[config.mk]
export PLATFORM = sky130hd
export DESIGN_NAME = pipe_ctrl
export DESIGN_NICKNAME = d
export VERILOG_FILES = /design/src/rtl/pipe_ctrl.sv
export SDC_FILE = /design/constraint.sdc
export NUM_CORES = 1
export LEC_CHECK = 0
export BUFFER_PORTS_ARGS = -buffer_cell sky130_fd_sc_hd__buf_2
export CAP_MARGIN = 20
export CORE_ASPECT_RATIO = 1.75
export CORE_UTILIZATION = 37
export DETAILED_ROUTE_END_ITERATION = 6
export GPL_TIMING_DRIVEN = 0
export PLACE_DENSITY = 0.81
export SLEW_MARGIN = 10
export SYNTH_ARGS = -nofsm -noshare
export SYNTH_HDL_FRONTEND = slang
export SYNTH_SLANG_ARGS = --single-unit
[constraint.sdc]
create_clock -name clk -period 1.7 [get_ports clk]
set_input_delay 0.085 -clock clk [delete_from_list [all_inputs] [get_ports clk]]
set_output_delay 0.085 -clock clk [all_outputs]
set_load 0.05 [all_outputs]
[src/rtl/pipe_ctrl.sv]
// pipe_ctrl: 5-stage pipeline sequencer (stall/flush/drain/debug FSM); counters built only with PIPE_CTRL_PERF_EN
module pipe_ctrl #(
  parameter int DRAIN_CYCLES = 3,
  parameter int COUNT_W = 32
) (
  input  logic               clk,
  input  logic               reset,
  input  logic               i_start,
  input  logic               i_step,
  input  logic               i_halt_req,
  input  logic               i_load_use,
  input  logic               i_mispredicted,
  input  logic               i_halt_detect,
  output logic               o_pc_en,
  output logic               o_if_id_en,
  output logic               o_if_id_flush,
  output logic               o_id_ex_flush,
  output logic               o_pipe_en,
  output logic [2:0]         o_state,
  output logic               o_halted,
  output logic [COUNT_W-1:0] o_cycle_count,
  output logic [COUNT_W-1:0] o_stall_count
);
  typedef enum logic [2:0] {IDLE = 3'd0, RUN = 3'd1, STEP = 3'd2, DRAIN = 3'd3, HALTED = 3'd4} state_t;
  localparam int DW = DRAIN_CYCLES > 1 ? $clog2(DRAIN_CYCLES) : 1;
  state_t state, state_nx;
  logic [DW-1:0] drain;
  logic act, hold, mp, hd, lu, in_drain;
  assign act = state == RUN || state == STEP;
  assign in_drain = state == DRAIN;
  assign hold = state == RUN && i_halt_req;
  assign mp = act && !hold && i_mispredicted;
  assign hd = act && !hold && !i_mispredicted && i_halt_detect;
  assign lu = act && !hold && !i_mispredicted && !i_halt_detect && i_load_use;
  assign o_pc_en = act && !hold && !hd && !lu;
  assign o_if_id_en = o_pc_en;
  assign o_if_id_flush = mp;
  assign o_id_ex_flush = mp || hd || lu || in_drain;
  assign o_pipe_en = (act && !hold) || in_drain;
  assign o_state = state;
  assign o_halted = state == HALTED;
  always_comb begin
    state_nx = state == IDLE ? (i_start ? RUN : i_step ? STEP : IDLE) :
               state == RUN  ? (hold ? IDLE : hd ? DRAIN : RUN) :
               state == STEP ? (hd ? DRAIN : IDLE) :
               state == DRAIN ? (drain == '0 ? HALTED : DRAIN) : HALTED;
  end
  always_ff @(posedge clk or posedge reset) begin
    if (reset) state <= IDLE;
    else state <= state_nx;
  end
  always_ff @(posedge clk or posedge reset) begin
    if (reset) drain <= '0;
    else if (hd) drain <= DW'(DRAIN_CYCLES - 1);
    else if (in_drain && drain != '0) drain <= drain - DW'(1);
  end
`ifdef PIPE_CTRL_PERF_EN
  logic [COUNT_W-1:0] cyc, stall;
  always_ff @(posedge clk or posedge reset) begin
    if (reset) begin
      cyc <= '0;
      stall <= '0;
    end else begin
      cyc <= cyc + COUNT_W'(o_pipe_en);
      stall <= stall + COUNT_W'(lu);
    end
  end
  assign o_cycle_count = cyc;
  assign o_stall_count = stall;
`else
  assign o_cycle_count = '0;
  assign o_stall_count = '0;
`endif
endmodule

==> results.md <==
- Outcome: completed
- Placeable core region: 0.00215 mm²
- Signed area change from the synthesized netlist to the final layout: 54.6%
- Die height: 65.7 µm
- Post-synth ARST share: 100%
- Number of nets in the layout: 205
- Count of antenna-violating nets left after detailed routing: 0
- Setup repair after global routing missed its margin: yes
- Post-layout total power: 0.00165 W
- Post-Route Skew: 0.00103 ns
- Count of different cell masters after synthesis: 29
- Cell area after placement: around 0.0012 mm²
- Die Outline Area: roughly 0.0025 mm²
- Final Hold Fails: 0
- Share of the synthesized area in the top cell type: 56.9%
- Worst Path Class, Setup: reg -> out
- Most used flip-flop cell after synthesis: dfrtp_1
- Routed wirelength normalized by instance count: 6.62 µm
- Crit Path Max Fanout: 10
- TritonCTS clock tree: built
- Placed instance count: 211
- Largest voltage drop on the vdd net: 0.000475 V
- Pins over their slew limit: 0
- Clock Pin Slew Worst Setup and Hold Paths: 0.04 ns
- Cell with the most instances after synthesis: buf_4
- Clock latency at the later pin of the worst-skew pair: ~0.24 ns
- PortBufs: 16
- Total half-perimeter wirelength after legalization and detailed placement: 1220 µm
- Sequential element share of the synthesized area: 14.6%
- Core Util, Final: 61.7%
- Number of flops mapped to enable cells by yosys: 0
- Crit. End Element: output port
- Gr usage total: a little under an eighth
- Die Width: 38.4 µm
- Clock Tree Root: clkbuf_4
- Final cell count without fillers: 219
- Post-synth top area cell: buf_4
- Synthesis warning total: 0
- Inserted Clock Buffers: 3
- CTS HTree Levels: 1
- Via total after detailed routing: between 700 and 800
- Worst EP required: 1.62 ns
- Data arrival time of the critical path: ~1.6 ns
- Fraction of the cycle the final worst path needs: 99.8%
- Post-Synthesis Cell Area: 857 µm²
- First-pass GRT wire length: 2020 µm
- Fraction of final layout cells with drive strength greater than 1: about half
- Cell count after synthesis: 108
- Iter 0 DRT Violations: 3
- Fmax: between 500 and 600 MHz
- Per-cell via count in the routed design: 3.33
- Pin count of the biggest net entering global routing: 11
- Sum of overflow across all layers after global routing: 0
- RD Place Congestion: 0.639
- Number of design rule violations left after detail routing: 0
- Initial antenna violation count: 0
- Power density over cell area: 1240 mW/mm²
- Fin Setup TNS: 0 ns
- Most numerous cell types in the synthesized netlist: buf_4, dfrtp_1, inv_1
- Clk sinks: 5
- # setup viols final: 0
- Number of placed I/O pins: slightly above 80
- Number of max-cap violations: 0
- Class of the most critical hold timing path: in -> reg
- Routed wire length: 1450 µm
- Number of inserted diodes: 0
- Worst Setup Start Kind: flip-flop
- Number of placement rows: 22
- Number of global-route vias before repair: a little over 500
- Post-route cell area: 0.00133 mm²
- Final critical path time including I/O delays and setup: 1.70 ns
- Post-synthesis area per instance: slightly below 8 µm²
- Max Buffers Root-to-Sink: 2
- First-pass iteration count of the detailed router: 3
- Effective utilization at floorplan: 39.9%
- Leakage Power: 0.839 nW
- Synth area leaders: buf_4, dfrtp_1, inv_1
- Synthesized flop and latch total: 5
==> metrics by stage <==
step           setup WS (ns)  hold slack (ns)
6_report             0.00339            0.123
2_1_floorplan         -0.227           -0.137
4_1_cts              0.00105            0.121
3_3_place_gp         -0.0862          -0.0172
3_5_place_dp         -0.0883          -0.0143
5_1_grt              -0.0731            0.129
==> per-layer routing <==
metal	routed length (µm)	track usage, %	vias to the layer above
met1	421	9.62	285
met5	0	0	-
met3	175	3.04	5
met2	818	22.0	52
li1	-	-	387
met4	34	6.47	0
==> worst max-delay path, stage by stage (launching register included) <==
cell and delay [ns]:
dfrtp_2 0.40, buf_6 0.14, or2b_1 0.27, a21oi_4 0.17, o21a_2 0.15, buf_4 0.11
buf_8 0.13
==> registers in the layout (all words and copies together) (netlist names) <==
register  count
drain         2
o_state       3
==> worst paths after layout <==
path	start	end	slack, ns	cells past startpoint
worst max-delay path	o_state[0]$_DFF_PP0_	o_pc_en	0.003	6
worst min-delay path	i_start	o_state[0]$_DFF_PP0_	0.12	3
worst max register to register	o_state[0]$_DFF_PP0_	o_state[1]$_DFF_PP0_	0.17	5
worst min register to register	drain[1]$_DFFE_PP0P_	drain[1]$_DFFE_PP0P_	0.51	2
max in group asynchronous	reset	o_state[0]$_DFF_PP0_	1.25	3
min in group asynchronous	reset	drain[1]$_DFFE_PP0P_	0.27	3
==> cells in the final DEF (no fill, tap or decap), types with 2 or more instances in the layout <==
master	instances
conb_1	64
nor2_1	2
buf_2	13
buf_4	70
nor2b_1	2
nand2b_1	2
nand2_1	2
inv_1	5
clkbuf_4	3
buf_8	2
a21oi_4	2
dfrtp_2	2
dfrtp_1	3
==> report_power, final <==
part	internal [W]	total, W	switching, W
combinational	0.000413	0.00130	0.000887
clock	0.0000887	0.000136	0.0000477
sequential	0.000178	0.000209	0.0000313
==> timing repair <==
item	in CTS	in global routing
setup buffers	2	2
endpoints found under the hold margin	5	0
pin swaps	2	0
hold buffers	1	0
gates resized for setup	10	2
setup endpoints to repair	3	3
==> kinds of logic (layout without fill, tap and decap cells) <==
| family | Yosys count | after routing | share of synthesized area [%] |
|---|---|---|---|
| buf+inv | 73 | 97 | 61.6 |
| fa+ha+maj | 1 | 1 | 1.46 |
| compound gates | 12 | 12 | 9.93 |
| flops | 5 | 5 | 14.6 |
| xor+xnor | 1 | 1 | 1.02 |
| simple gates | 15 | 15 | 11.0 |
| other cells | 1 | 64 | 0.438 |
==> area by class of cell <==
cell class	count	area, µm²
fillers	218	822
plain buffers	67	504
multi-input cells	93	475
repair buffers	21	143
flip-flops and latches	5	128
well taps	24	30.0
clock buffers	4	26.3
inverters	5	18.8
Power figures use the tool's default switching activity.
